### src/rtl/seq_alu_pkg.sv
// seq_alu_pkg: opcodes, FSM states and decode helpers shared by the seq_alu_n block
package seq_alu_pkg;
    localparam logic [3:0] OP_ADD = 4'b0001;
    localparam logic [3:0] OP_MUL = 4'b0010;
    localparam logic [3:0] OP_DIV = 4'b0100;
    localparam logic [3:0] OP_SUB = 4'b1000;
    typedef enum logic [2:0] {IDLE, ADDSUB, MUL, DIV, FIN} state_t;
    function automatic logic is_onehot4(input logic [3:0] v);
        return v != 4'b0 && (v & (v - 4'd1)) == 4'b0;
    endfunction
    function automatic state_t first_state(input logic [3:0] o, input logic b_zero);
        return !is_onehot4(o) ? FIN :
               (o == OP_ADD || o == OP_SUB) ? ADDSUB :
               o == OP_MUL ? MUL :
               b_zero ? FIN : DIV;
    endfunction
endpackage

### src/rtl/seq_alu_divider.sv
// seq_alu_divider: restoring divider, one quotient bit per step, MSB first
module seq_alu_divider #(
    parameter int WIDTH = 4
) (
    input  logic             clk,
    input  logic             rst,
    input  logic             load,
    input  logic             step,
    input  logic [WIDTH-1:0] a,
    input  logic [WIDTH-1:0] b,
    output logic [WIDTH-1:0] quo,
    output logic [WIDTH-1:0] rem
);
    logic [WIDTH:0] trial;
    logic           fits;
    assign trial = {rem, quo[WIDTH-1]};
    assign fits  = trial >= {1'b0, b};
    // quo doubles as the dividend shift register; rem stays below b so WIDTH bits suffice
    always_ff @(posedge clk) begin
        if (rst) begin
            quo <= '0;
            rem <= '0;
        end else if (load) begin
            quo <= a;
            rem <= '0;
        end else if (step) begin
            rem <= fits ? WIDTH'(trial - {1'b0, b}) : trial[WIDTH-1:0];
            quo <= {quo[WIDTH-2:0], fits};
        end
    end
endmodule

### src/rtl/seq_alu_n.sv
// seq_alu_n: start/busy/done ALU (add, sub, shift-add mul, restoring div); SEQ_ALU_PENDING_EN adds a one-entry request slot
module seq_alu_n
    import seq_alu_pkg::*;
#(
    parameter int WIDTH = 4
) (
    input  logic               clk,
    input  logic               rst,
    input  logic               start,
    input  logic [3:0]         op,
    input  logic [WIDTH-1:0]   a,
    input  logic [WIDTH-1:0]   b,
    output logic [2*WIDTH-1:0] result,
    output logic [WIDTH-1:0]   remainder,
    output logic               busy,
    output logic               done,
    output logic               err,
    output logic               req_drop
);
    localparam int CNT_W = $clog2(WIDTH + 1);
    state_t             state, nstate;
    logic [WIDTH-1:0]   a_r, b_r, la, lb, quo, prem, mplier;
    logic [3:0]         op_r, lop;
    logic [CNT_W-1:0]   cnt;
    logic [2*WIDTH-1:0] acc, mcand, fin_res;
    logic [WIDTH-1:0]   fin_rem;
    logic [WIDTH:0]     sum, diff;
    logic               launch, drop, last, div0, illegal;
    assign busy    = state != IDLE;
    assign last    = cnt == CNT_W'(WIDTH);
    assign sum     = {1'b0, a_r} + {1'b0, b_r};
    assign diff    = {1'b0, a_r} - {1'b0, b_r};
    assign illegal = !is_onehot4(op_r);
    assign div0    = op_r == OP_DIV && b_r == '0;
    assign fin_res = illegal ? '0 : div0 ? '1 : op_r == OP_DIV ? {{WIDTH{1'b0}}, quo} : acc;
    assign fin_rem = illegal ? '0 : div0 ? a_r : op_r == OP_DIV ? prem : '0;
`ifdef SEQ_ALU_PENDING_EN
    logic             pend_v, pend_load;
    logic [WIDTH-1:0] pend_a, pend_b;
    logic [3:0]       pend_op;
    // launch source selection: pending slot first, then a start arriving in FIN or IDLE
    always_comb begin
        launch    = start && (state == IDLE || state == FIN);
        la        = a;
        lb        = b;
        lop       = op;
        if (state == FIN && pend_v) begin
            launch = 1'b1;
            la     = pend_a;
            lb     = pend_b;
            lop    = pend_op;
        end
        pend_load = start && busy && (state == FIN ? pend_v : !pend_v);
        drop      = start && busy && state != FIN && pend_v;
    end
    // one-entry slot; refilled in FIN when its previous content launches
    always_ff @(posedge clk) begin
        if (rst) begin
            pend_v  <= 1'b0;
            pend_a  <= '0;
            pend_b  <= '0;
            pend_op <= '0;
        end else if (pend_load) begin
            pend_v  <= 1'b1;
            pend_a  <= a;
            pend_b  <= b;
            pend_op <= op;
        end else if (state == FIN) begin
            pend_v  <= 1'b0;
        end
    end
`else
    // launch only from IDLE; any start while busy is dropped
    always_comb begin
        launch = start && state == IDLE;
        la     = a;
        lb     = b;
        lop    = op;
        drop   = start && busy;
    end
`endif
    // next-state: launch decodes the first state, iterative states exit once the counter hits WIDTH
    always_comb begin
        nstate = state;
        if (launch)
            nstate = first_state(lop, lb == '0);
        else if (state == ADDSUB || ((state == MUL || state == DIV) && last))
            nstate = FIN;
        else if (state == FIN)
            nstate = IDLE;
    end
    // state, operand capture, shift-add multiplier and output registers
    always_ff @(posedge clk) begin
        if (rst) begin
            state     <= IDLE;
            a_r       <= '0;
            b_r       <= '0;
            op_r      <= '0;
            cnt       <= '0;
            acc       <= '0;
            mcand     <= '0;
            mplier    <= '0;
            result    <= '0;
            remainder <= '0;
            done      <= 1'b0;
            err       <= 1'b0;
            req_drop  <= 1'b0;
        end else begin
            state    <= nstate;
            done     <= state == FIN;
            req_drop <= drop;
            if (launch) begin
                a_r    <= la;
                b_r    <= lb;
                op_r   <= lop;
                cnt    <= '0;
                acc    <= '0;
                mcand  <= {{WIDTH{1'b0}}, la};
                mplier <= lb;
            end else if (state == MUL && !last) begin
                cnt    <= cnt + CNT_W'(1);
                acc    <= acc + (mplier[0] ? mcand : '0);
                mcand  <= mcand << 1;
                mplier <= mplier >> 1;
            end else if (state == DIV && !last) begin
                cnt    <= cnt + CNT_W'(1);
            end else if (state == ADDSUB) begin
                acc    <= op_r == OP_ADD ? {{(WIDTH-1){1'b0}}, sum} : {{(WIDTH-1){diff[WIDTH]}}, diff};
            end
            if (state == FIN) begin
                result    <= fin_res;
                remainder <= fin_rem;
                err       <= div0 || illegal;
            end
        end
    end
    seq_alu_divider #(.WIDTH(WIDTH)) u_div (
        .clk  (clk),
        .rst  (rst),
        .load (launch),
        .step (state == DIV && !last),
        .a    (la),
        .b    (b_r),
        .quo  (quo),
        .rem  (prem)
    );
endmodule
### config.mk
export PLATFORM = sky130hd
export DESIGN_NAME = seq_alu_n
export DESIGN_NICKNAME = d
export VERILOG_FILES = /design/src/rtl/seq_alu_pkg.sv /design/src/rtl/seq_alu_divider.sv /design/src/rtl/seq_alu_n.sv
export SDC_FILE = /design/constraint.sdc
export NUM_CORES = 1
export LEC_CHECK = 0
export ABC_AREA = 1
export CORE_ASPECT_RATIO = 0.6
export CORE_MARGIN = 3
export CORE_UTILIZATION = 40
export DETAILED_ROUTE_END_ITERATION = 8
export PLACE_DENSITY = 0.62
export SLEW_MARGIN = 25
export SYNTH_ARGS = -nofsm -noshare
export SYNTH_HDL_FRONTEND = slang
export SYNTH_HIERARCHICAL = 1
export SYNTH_SLANG_ARGS = --single-unit
### constraint.sdc
create_clock -name clk -period 2.1 [get_ports clk]
set_clock_uncertainty 0.2 [all_clocks]
set_input_delay 0.42 -clock clk [delete_from_list [all_inputs] [get_ports clk]]
set_output_delay 0.42 -clock clk [all_outputs]
set_load 0.005 [all_outputs]
Yosys cells after proc, flatten, opt, wreduce, memory -nomap -nowiden
Index checks and enable logic that the tools add are counted.
{"block": "word_totals", "word_cells": 93, "reg_bits": 61, "out_inout_bits": 16, "inputBits": 15}
{"block": "op_classes", "addsub": 7, "n_reduce_logical": 29, "mux": 27, "n_lt_le_gt_ge": 1, "eq_ne": 11, "n_bitwise": 2}
{"cell": "8-bit two-way mux", "count": 8}
{"cell": "4-bit two-way mux", "count": 10}
{"cell": "3-bit two-way mux", "count": 9}
{"cell": "4-bit logical NOT", "count": 4}
{"cell": "8-bit adder", "count": 1}
{"cell": "4-bit bitwise AND", "count": 2}
{"cell": "4-bit by 1-bit equality test with 1-bit output, second input constant", "count": 2}
{"cell": "1-bit logical AND", "count": 8}
{"cell": "2-bit nonzero test", "count": 4}
{"cell": "4-bit nonzero test", "count": 2}
{"cell": "4-bit by 1-bit subtractor with 4-bit output, second input constant", "count": 2}
{"cell": "3-bit by 2-bit equality test with 1-bit output, second input constant", "count": 2}
{"cell": "3-bit equality test, second input constant", "count": 2}
{"cell": "3-bit nonzero test", "count": 2}
{"cell": "4-bit by 4-bit adder with 5-bit output", "count": 1}
{"cell": "5-bit by 4-bit >= comparator with 1-bit output", "count": 1}
{"cell": "4-bit by 4-bit subtractor with 5-bit output", "count": 1}
{"cell": "4-bit by 2-bit equality test with 1-bit output, second input constant", "count": 1}
{"cell": "4-bit by 3-bit equality test with 1-bit output, second input constant", "count": 1}
{"cell": "4-bit equality test, second input constant", "count": 1}
{"cell": "1-bit logical OR", "count": 4}
{"cell": "4-bit subtractor", "count": 1}
{"cell": "3-bit by 1-bit adder with 3-bit output, second input constant", "count": 1}
{"cell": "3-bit by 1-bit equality test with 1-bit output, second input constant", "count": 1}
{"cell": "5 further kinds", "count": 6}

Longest topological paths before layout
{"block": "logic_depth", "word_depth": 6, "depth_mapped": 13, "mapped_depth_nobuf": 12}

Hierarchy
The synthesis kept the hierarchy.
{"module": "seq_alu_n", "area_each_um2": 3045.4, "cells_per_inst": 441, "seq_area_each_um2": 1061.0, "n_inst": 1}
{"module": "seq_alu_divider", "area_each_um2": 574.3, "cells_per_inst": 84, "seq_area_each_um2": 160.2, "n_inst": 1}

Worst setup path after synthesis
No wires, ideal clock.
{"block": "synth_timing", "path_kind": "register to register", "start": "reg mplier[0]", "end": "reg acc[4]", "stages_incl_launch_ff": 13, "t_required_ns": 1.778, "period_less_slack_ns": 1.859, "path_buffers": 1, "arrival_ns": 1.537, "setup_ns": 0.122, "slack_ns": 0.241, "cell_sequence": "dfxtp_1 > buf_2 > nand2_1 > inv_1 > ha_1 > inv_1 > fa_1 > inv_1 > nand3_1 > nand3_1 > nand3_1 > o21ai_0 > a21oi_1"}
{"block": "synth_via", "elab_chain_len": 3}
{"element": "start: declaration", "line_no": "seq_alu_n.sv:22", "source": "logic [WIDTH-1:0] a_r, b_r, la, lb, quo, prem, mplier;"}
{"element": "start signal: assignment", "line_no": "seq_alu_n.sv:119", "source": "mplier <= lb;"}
{"element": "start signal: assignment", "line_no": "seq_alu_n.sv:124", "source": "mplier <= mplier >> 1;"}
{"element": "8-bit two-way mux", "line_no": "seq_alu_n.sv:122", "source": "acc <= acc + (mplier[0] ? mcand : '0);"}
{"element": "8-bit adder", "line_no": "seq_alu_n.sv:122"}
{"element": "8-bit two-way mux", "line_no": "seq_alu_n.sv:120", "source": "end else if (state == MUL && !last) begin"}
{"element": "end signal: assignment", "line_no": "seq_alu_n.sv:122"}
{"element": "end signal: assignment", "line_no": "seq_alu_n.sv:128", "source": "acc <= op_r == OP_ADD ? {{(WIDTH-1){1'b0}}, sum} : {{(WIDTH-1){diff[WIDTH]}}, diff};"}
{"element": "end: declaration", "line_no": "seq_alu_n.sv:25", "source": "logic [2*WIDTH-1:0] acc, mcand, fin_res;"}
Every way passes these cells.
A chain may end at the register's enable or synchronous reset.

Final worst setup path
{"block": "layout_timing", "start": "reg state[1]", "end": "out busy"}
{"block": "layout_via", "elab_chain_len": 1}
{"element": "start: declaration", "line_no": "seq_alu_n.sv:21", "source": "state_t state, nstate;"}
{"element": "start signal: assignment", "line_no": "seq_alu_n.sv:109", "source": "state <= nstate;"}
{"element": "3-bit nonzero test", "line_no": "seq_alu_n.sv:29", "source": "assign busy = state != IDLE;"}
{"element": "end: declaration", "line_no": "seq_alu_n.sv:15", "source": "output logic busy,"}
Every way passes these cells.

==> summary.txt <==
Logic synthesis
  – Top cell type's share of synthesized area: 0.337
  – Synth area leader: dfxtp_1
  – Post-Syn Instances: 525
  – Async SR Flop Fraction: 0
  – Synthesized net count: 565
  – Primary FF master, synth: dfxtp_1
  – Seq/Total Area, Yosys: 0.337
  – Synthesized area: 0.00362 mm2
  – EDFF count, synth: 0
  – Dominant cells by area after synthesis: dfxtp_1, nand2_1, nand3_1
  – Yosys warning count: 6
  – Flops & latches, synth: 61
  – Synth cell count leaders: nand2_1, inv_1, dfxtp_1
  – Count leader, synth: nand2_1
  – Post-Syn Area per Cell: 6.89 um2
  – Netlist cell types: 33

CTS
  – Worst-path clk slew: 0.05 ns
  – H-tree depth: 3
  – Num CTS Buffers: 9
  – # clock sinks: 61
  – Clock Latency Late Sink: 0.33 ns
  – Hold_buf cts: 0
  – CTS tree: yes
  – CTS Root Cell: clkbuf_16
  – Max Root-Sink Buffers: 2

STA
  – Minimum clock period: 1.96 ns
  – Final period utilization: 0.931
  – Slew @ Worst Pin: 0.384 ns
  – Slew HR: 0.743
  – F_max: 511 MHz
  – Setup TNS Final: 0 ns
  – Fin. max-slew vios: 0
  – RSZ-0062 raised after global routing: no
  – Final Hold Vio Count: 0
  – Setup Viol. Count Final: 0

Detailed routing
  – Routed Antenna Nets: 0
  – Via/cell ratio: 5.03
  – Met2 routed WL: 3750 um
  – Via count: 3,440
  – WL per Instance: 13.7 um
  – WL met3: 638 um
  – Highest metal used: met4
  – DRT met1 WL: 4860 um
  – DR iter-0 viols: 234
  – Total wire length: 9390 um
  – DRT Pass-1 Iters: 5
  – # DRC: 0

Worst setup path
  – Crit-path max cell delay: 0.33 ns
  – Setup crit start kind: register
  – CP max-delay cell: dfxtp_1
  – Worst reg2reg path startpoint: mcand[0]
  – Largest delay contributor family on the critical path: buffers and inverters
  – Crit path max fanout: 3
  – CP Capture Type: primary output
  – Critical-path cell list: nor2_2 > inv_2 > nor2_4 > inv_1 > dlygate4sd2_1
  – Setup CP Type: reg -> out
  – WP data arrival: 1.34 ns
  – CP bufs+invs: 3
  – Critical path origin: state[1]
  – WP data required: 1.48 ns

Floorplanning
  – Chip width: 129 um
  – Ports: 31
  – Die Height: 79.7 um
  – Die footprint: 0.0103 mm2
  – FP Rows: 26
  – Starting utilization of the core area: 0.418
  – Core ar.: 0.00865 mm2

GRT
  – Antenna violations before repair: 0
  – Global-route wire length before repair: 15,900 um
  – Vias in the first global route: 3,221
  – GRT Util Overall: 0.197
  – Total gr overflow: 0
  – Pin count of the biggest net entering global routing: 20

Finish
  – Register area: 0.00122 mm2
  – Syn-to-layout area delta: 20.3%
  – Multi-input gate area: 0.00202 mm2
  – Layout cells sized above 1: 0.107
  – Final instance area: 0.00436 mm2
  – Nets: 608
  – Final cell count without fillers: 684
  – Filler cells: 865
  – Utilization after layout: 0.503
  – N_diodes: 0

Place
  – Dpl cells: 668
  – Placed instance area: 0.00409 mm2
  – Gpl congestion: 0.864
  – Number of I/O port buffers: 30
  – Detailed Place HPWL: 7330 um

Hold path
  – HP Class: reg -> reg
  – Worst hold start: remainder[0]

Flow run
  – # Max-Cap Violations: 0

Pwr
  – Sequential power share: 0.391
  – Peak VDD IR: 0.000542 V
  – Switching Share: 0.303
  – Power Dens Cells: 765 mW/mm2
  – Internal Pwr Total: 2.32 mW
  – Switch Pwr: 1.01 mW
  – P_leak: 1.98 nW
  – Clock network power share: 0.396
  – Combinational Power Share: 0.213

Run status
  – Outcome: finished, final reports clean
[logic make-up (layout without fill, tap and decap cells)]
group | Yosys count | after routing | synth area share
AO/OA/AOI/OAI | 93 | 93 | 0.139
XOR/XNOR | 4 | 4 | 0.00968
adder cells (fa/ha/maj) | 25 | 25 | 0.0947
buffers and inverters | 92 | 139 | 0.106
flip-flops | 61 | 61 | 0.337
AND/OR/NAND/NOR | 250 | 250 | 0.313
[cell type report]
type                    instances  share of cell area
well taps                     112              0.0322
clock inverters                 2             0.00230
repair buffers                 47              0.0980
flip-flops and latches         61               0.280
inverters                      77              0.0669
multi-input cells             372               0.463
clock buffers                  13              0.0575
[registers in the layout, indices dropped and copies added, names as in the netlist, 4 cells and up]
name,flops
a_r,4
acc,8
b_r,4
mcand,8
mplier,4
op_r,4
remainder,4
result,8
u_div/quo,4
u_div/rem,4
[final timing paths]
kind                  end  slack [ns]  depth (start not counted)
min reg2reg  remainder[0]        0.26                          2
max                  busy        0.14                          5
min          remainder[0]        0.26                          2
max reg2reg        acc[4]        0.17                         12
[placed cells by master, fill, tap and decap left out, types with 4 or more instances in the layout]
master / instances
nor2_1: 34
inv_2: 10
o21ai_0: 9
dfxtp_1: 61
or2_0: 5
o22ai_1: 5
nand2_1: 130
o21ai_1: 21
fa_1: 4
nand4_1: 6
buf_4: 17
a21oi_1: 44
a31oi_1: 7
nand3_1: 53
clkdlybuf4s50_1: 29
nand3b_1: 4
or2_2: 4
ha_1: 21
inv_1: 66
clkbuf_16: 9
[power by group through the flow]
stage | clock network [mW] | registers, mW | logic, mW
after floorplan | 0 | 1.30 | 0.494
after global placement | 0 | 1.32 | 0.689
after detailed placement | 0 | 1.32 | 0.699
after CTS | 1.34 | 1.30 | 0.705
after global routing | 1.39 | 1.31 | 0.800
final | 1.32 | 1.30 | 0.709
[tightest hold or removal path, stage by stage (launching register included)]
cell     delay (ns)
dfxtp_1        0.30
nand2_1        0.06
a21oi_1        0.05
[repair_timing]
item                                    CTS  global route
endpoints found under the setup margin    1             2
setup buffers                             1             0
gates resized for setup                   2             2
pin swaps                                 2             0
[routing by layer]
| metal | vias up | global-route usage |
|---|---|---|
| met5 | - | 0 |
| li1 | 1783 | - |
| met1 | 1546 | 0.292 |
| met4 | 0 | 0.0650 |
| met2 | 96 | 0.279 |
| met3 | 15 | 0.0455 |
[per-stage QoR]
step	total power, mW	setup WS, ns	hold slack, ns
final	3.33	0.145	0.261
after global placement	2.01	0.186	0.253
after detailed placement	2.02	0.153	0.256
after floorplan	1.80	0.241	0.243
after CTS	3.34	0.147	0.264
after global routing	3.50	0.0247	0.279
Power figures use the tool's default switching activity.
